<file path="config.mk">
export PLATFORM = sky130hd
export DESIGN_NAME = mac_kbd_fifo
export DESIGN_NICKNAME = d
export VERILOG_FILES = /design/src/rtl/mac_kbd_fifo.sv
export SDC_FILE = /design/constraint.sdc
export NUM_CORES = 1
export LEC_CHECK = 0
export CAP_MARGIN = 20
export CORE_UTILIZATION = 50
export DETAILED_ROUTE_END_ITERATION = 10
export PLACE_DENSITY_LB_ADDON = 0.3
export SETUP_SLACK_MARGIN = 0.5
export SYNTH_ARGS = -nofsm -noshare
export SYNTH_HDL_FRONTEND = slang
export SYNTH_SLANG_ARGS = --single-unit
</file>
<file path="constraint.sdc">
create_clock -name clk -period 4.9 [get_ports clk]
set_input_delay 0.98 -clock clk [delete_from_list [all_inputs] [get_ports clk]]
set_output_delay 0.98 -clock clk [all_outputs]
set_load 0.005 [all_outputs]
</file>
<file path="src/rtl/mac_kbd_fifo.sv">
// mac_kbd_fifo: PS/2 key events to Mac transition codes through a queue, with paced command replies
module mac_kbd_fifo #(
  parameter int DEPTH = 8,
  parameter int SHORT_TICKS = 4095,
  parameter int LONG_TICKS = 4194303,
  parameter logic [7:0] MODEL_ID = 8'h03
) (
  input  logic                    clk,
  input  logic                    reset,
  input  logic                    ce,
  input  logic [10:0]             ps2_key,
  output logic [8:0]              map_addr,
  input  logic [8:0]              map_data,
  input  logic [7:0]              data_out,
  input  logic                    strobe_out,
  output logic [7:0]              data_in,
  output logic                    strobe_in,
  output logic                    capslock,
  output logic [$clog2(DEPTH):0]  fifo_level,
  output logic                    overflow
);
  localparam int AW = $clog2(DEPTH);
  localparam int TW = $clog2(LONG_TICKS + 1);
  localparam logic [TW-1:0] SHORT = TW'(SHORT_TICKS);
  localparam logic [TW-1:0] LONG = TW'(LONG_TICKS);
  localparam logic [AW:0] FULL = (AW + 1)'(DEPTH);
  localparam logic [7:0] INQ = 8'h10;
  localparam logic [7:0] INST = 8'h14;
  localparam logic [7:0] MODEL = 8'h16;
  localparam logic [7:0] TEST = 8'h36;
  logic [8:0] mem [DEPTH];
  logic [AW-1:0] rd, wr;
  logic [7:0] cmd;
  logic [TW-1:0] timer, tnext;
  logic armed, old_stb, evt, ev_pressed, active;
  logic stb_edge, is_caps, push_req, empty, full, at_short, live;
  logic use_head, reply, flush, pop, clr_kp, do_push, map_unused;
  logic [8:0] push_val, head;
  logic [7:0] reply_val;
  assign map_unused = map_data[7];
  assign stb_edge = armed && (ps2_key[10] != old_stb);
  assign is_caps = map_addr == 9'h058;
  assign push_req = evt && (is_caps ? ev_pressed : map_data[6:0] != 7'h7B);
  assign push_val = is_caps ? {1'b0, capslock, 7'h73} : {map_data[8], ~ev_pressed, map_data[6:0]};
  assign empty = fifo_level == '0;
  assign full = fifo_level == FULL;
  assign head = mem[rd];
  assign tnext = timer == LONG ? timer : timer + 1'b1;
  assign at_short = tnext == SHORT;
  // a strobe in this cycle aborts whatever command was pending
  assign live = active && !strobe_out;
  assign use_head = live && !empty && ((cmd == INST && at_short) || (cmd == INQ && tnext >= SHORT));
  assign reply = use_head || (live && ((at_short && (cmd == INST || cmd == MODEL || cmd == TEST)) || (cmd == INQ && tnext == LONG)));
  assign reply_val = use_head ? (head[8] ? 8'h79 : head[7:0]) : cmd == MODEL ? MODEL_ID : cmd == TEST ? 8'h7D : 8'h7B;
  assign flush = reply && cmd == TEST;
  assign pop = use_head && !head[8];
  assign clr_kp = use_head && head[8];
  assign do_push = push_req && !full && !flush;
  // queue storage: keypad replies clear the kp flag in place instead of popping
  always_ff @(posedge clk) begin
    if (ce && do_push) mem[wr] <= push_val;
    if (ce && clr_kp) mem[rd][8] <= 1'b0;
  end
  // event capture, caps lock, queue pointers, command timer and reply register
  always_ff @(posedge clk or posedge reset)
    if (reset) begin
      armed <= 1'b0;
      old_stb <= 1'b0;
      evt <= 1'b0;
      ev_pressed <= 1'b0;
      map_addr <= '0;
      capslock <= 1'b0;
      overflow <= 1'b0;
      fifo_level <= '0;
      rd <= '0;
      wr <= '0;
      cmd <= '0;
      active <= 1'b0;
      timer <= '0;
      data_in <= 8'h7B;
      strobe_in <= 1'b0;
    end else begin
      strobe_in <= ce && reply;
      if (ce) begin
        armed <= 1'b1;
        old_stb <= ps2_key[10];
        evt <= stb_edge;
        if (stb_edge) begin
          map_addr <= ps2_key[8:0];
          ev_pressed <= ps2_key[9];
        end
        if (evt && is_caps && ev_pressed) capslock <= ~capslock;
        overflow <= flush ? 1'b0 : overflow || (push_req && full);
        timer <= strobe_out ? '0 : tnext;
        active <= strobe_out || (active && !reply);
        if (strobe_out) cmd <= data_out;
        if (reply) data_in <= reply_val;
        rd <= flush ? '0 : rd + AW'(pop);
        wr <= flush ? '0 : wr + AW'(do_push);
        fifo_level <= flush ? '0 : fifo_level + (AW + 1)'(do_push) - (AW + 1)'(pop);
      end
    end
endmodule

</file>
==> reports/results.ini <==
[pwr]
power_frac_comb = 0.185
p_sw_w = 0.000978
power_frac_seq = 0.436
clockPowerShare = 0.379
power.density_mw_per_mm2 = 389
ir_drop_v = 0.000333
switching_share = 0.292
leakagePower_nw = 3.29
p_int_w = 0.00237

[timing]
slew_headroom = 0.414
setup_tns_ns = 0
maxSlewViolCount = 0
worst_pin_slew_ns = 0.877
fin_crit_sh = 0.862
timing.fmax_mhz = 237
finalSetupViolCount = 0
min_period_ns = 4.22
fin_skew_ns = 0.00961
rsz0062_at_grt = no
final-hold-violation-count = 0

[hold_path]
hold_path_startpoint = armed
hp-class = flop to flop

[cts]
cts_tree = done
root_buffer = clkbuf_16
cts_made_buffers = 17
cts.sinks = 137
clk_pin_slew_ns = 0.07
cts_buffer_depth = 2
clock_latency_ns = 0.42
htreeDepth = 4
ctsHoldBuffers = 0

[worst_setup_path]
worst-path-max-fanout = 3
crit_chain = nor4b_4 -> or4b_1 -> or4_1 -> a311oi_2 -> o211ai_1 -> nor3_2 -> o2111ai_2 -> and3_1 -> inv_2 -> ha_1 -> inv_1 -> ha_1 -> a21o_1 -> a21oi_1 -> xnor2_1 -> o22ai_1
slowest_delay_ns = 0.57
cp-end-kind = flop
cp.required_ns = 5.19
crit_family = simple AND/OR/NAND/NOR gates
crit_type = flop to flop
critPathMostFrequentCell = ha_1
r2r-start = cmd[3]
worstSetupStartpointType = flop
startpoint = cmd[3]
cp_slowest_cell = or4_1
crit_arrival_ns = 4.51
crit_buf_inv = 2

[run]
max-cap-violations = 0

[grt]
grt_overflow = 0
antenna_found_initial = 0
grtUsageTotal = 0.266
grt_pass1_vias = 5644
grt_max_degree = 41
grt_pass1_wl_um = 29600

[floorplanning]
die_w_um = 121
core_area_mm2 = 0.0139
initial_core_util = 0.512
placementRows = 43
ioPinCount = 56
die-area_mm2 = 0.0147
die_h_um = 121

[cells_and_area]
synthToLayoutAreaGrowth_pct = 21.2
drive_gt1_frac = 0.173
n_antenna_cell = 0
fillers = 1127
finalNetCount = 767
instances_no_fill = 916

[drt]
ant_nets = 0
routed_wirelength_um = 18500
avgRoutedWirePerCell_um = 20.2
drc_errors = 0
drt_iter0_markers = 614
drtPass1Iterations = 5
via_per_inst = 6.19
vias = 5667

[yosys]
synth_area_per_cell_um2 = 10.9
synthesis.nets = 698
ys_async_sr_fraction = 0.474
ys_seq_area_frac = 0.523
ys_seq_elements = 137
synth-edff-count = 64
yosys_warnings = 0
syn_area_mm2 = 0.00710
synthFlopType = edfxtp_1
synth_cell_types = 83
netlist_instances = 654

[placement]
place_inst = 880
post-dp-hpwl_um = 12700
place_congestion = 0.939
io_buffers = 54

[outcome]
status = finished, final reports clean

## layout by cell type (no fill, tap or decap), types with 23 or more instances in the layout
cell type / count
edfxtp_1: 64
dfrtp_1: 58
clkdlybuf4s50_1: 54
nor2_1: 50
nand2_1: 44
a21oi_1: 38
buf_4: 29
inv_1: 27
o21ai_0: 27
mux2_2: 23
## flip-flops by register name, indices dropped and copies added, names as in the netlist
name        cells
active          1
armed           1
capslock        1
cmd             8
data_in         8
ev_pressed      1
evt             1
fifo_level      4
map_addr        9
mem            72
old_stb         1
overflow        1
rd              3
strobe_in       1
timer          22
wr              3
## layer usage
metal / up-vias / track usage / share of wire
met5: - / 0 / 0
met1: 2806 / 0.334 / 0.42
met4: 0 / 0.114 / 0.026
met2: 195 / 0.451 / 0.51
li1: 2631 / - / -
met3: 35 / 0.0475 / 0.045
## repair_timing
item	CTS	global route
pin swaps	0	4
buffers inserted	0	4
endpoints found under the setup margin	3	3
resized for setup	1	15
## final timing paths
path                            endpoint  slack, ns  cells past startpoint
max                        fifo_level[3]       0.68                     16
min                                armed       0.48                      1
max reg2reg                fifo_level[3]       0.68                     16
min reg2reg                        armed       0.48                      1
max in group asynchronous     data_in[1]       2.90                      3
min in group asynchronous    map_addr[0]       1.07                      2
## area by class of cell
cell class | instances | area, um2 | share of cell area
inverter | 30 | 113 | 0.0131
tap | 180 | 225 | 0.0262
timing repair buffer | 83 | 758 | 0.0881
multi-input combinational | 454 | 3220 | 0.374
sequential | 137 | 3720 | 0.432
clock buffer | 17 | 425 | 0.0494
clock inverter | 15 | 154 | 0.0179
## stage by stage
stage / total power [W] / util / area [um2] / setup slack, ns / hold WS (ns)
floorplan: 0.00183 / - / 7100 / 0.873 / 0.428
global placement: 0.00205 / 0.570 / 7910 / 0.571 / 0.449
detailed placement: 0.00209 / 0.570 / 7910 / 0.472 / 0.462
CTS: 0.00336 / 0.612 / 8500 / 0.529 / 0.480
global route: 0.00350 / 0.620 / 8610 / 0.482 / 0.485
finish: 0.00335 / 0.620 / 8610 / 0.676 / 0.480
## logic make-up after synthesis
family	share of synthesized area
DFF	0.523
adders and majority gates	0.0222
AOI/OAI and AO/OA	0.160
xor gates and xnor gates	0.0148
and+or+nand+nor	0.171
buffers and inverters	0.0361
muxes	0.0727
## synthesized netlist by cell type (6+ instances only)
| library cell | instances | area (um2) |
|---|---|---|
| dfxtp_1 | 8 | 160 |
| nand3b_1 | 9 | 67.6 |
| dfrtp_1 | 59 | 1480 |
| a221oi_1 | 11 | 96.3 |
| buf_2 | 7 | 35.0 |
| and3_1 | 11 | 68.8 |
| a31oi_1 | 6 | 37.5 |
| nand2_1 | 44 | 165 |
| a21o_1 | 6 | 45.0 |
| or3_1 | 7 | 43.8 |
| mux2i_1 | 10 | 100 |
| nand3_1 | 17 | 85.1 |
| and2_1 | 7 | 43.8 |
| a21oi_1 | 38 | 190 |
| o211ai_1 | 6 | 45.0 |
| or4_1 | 9 | 67.6 |
| inv_1 | 28 | 105 |
| o22ai_1 | 11 | 68.8 |
| nand2b_1 | 9 | 56.3 |
| nor2_1 | 50 | 188 |
| clkbuf_1 | 20 | 75.1 |
| o21ai_0 | 27 | 135 |
| nor3_1 | 14 | 70.1 |
| mux2_2 | 23 | 259 |
| xor2_1 | 7 | 61.3 |
| edfxtp_1 | 64 | 1920 |
| nor4_1 | 14 | 87.6 |
| ha_1 | 11 | 138 |
| nand4_1 | 10 | 62.6 |
| o2bb2ai_1 | 7 | 61.3 |
| dfstp_2 | 6 | 158 |
## power groups by stage
stage          Clock (W)  Combinational (W)  Sequential (W)
5_1_grt          0.00134           0.000689         0.00147
4_1_cts          0.00128           0.000621         0.00145
6_report         0.00127           0.000619         0.00146
2_1_floorplan          0           0.000390         0.00144
3_5_place_dp           0           0.000614         0.00147
3_3_place_gp           0           0.000590         0.00146
Note: power is estimated with default switching activity, not from simulation.
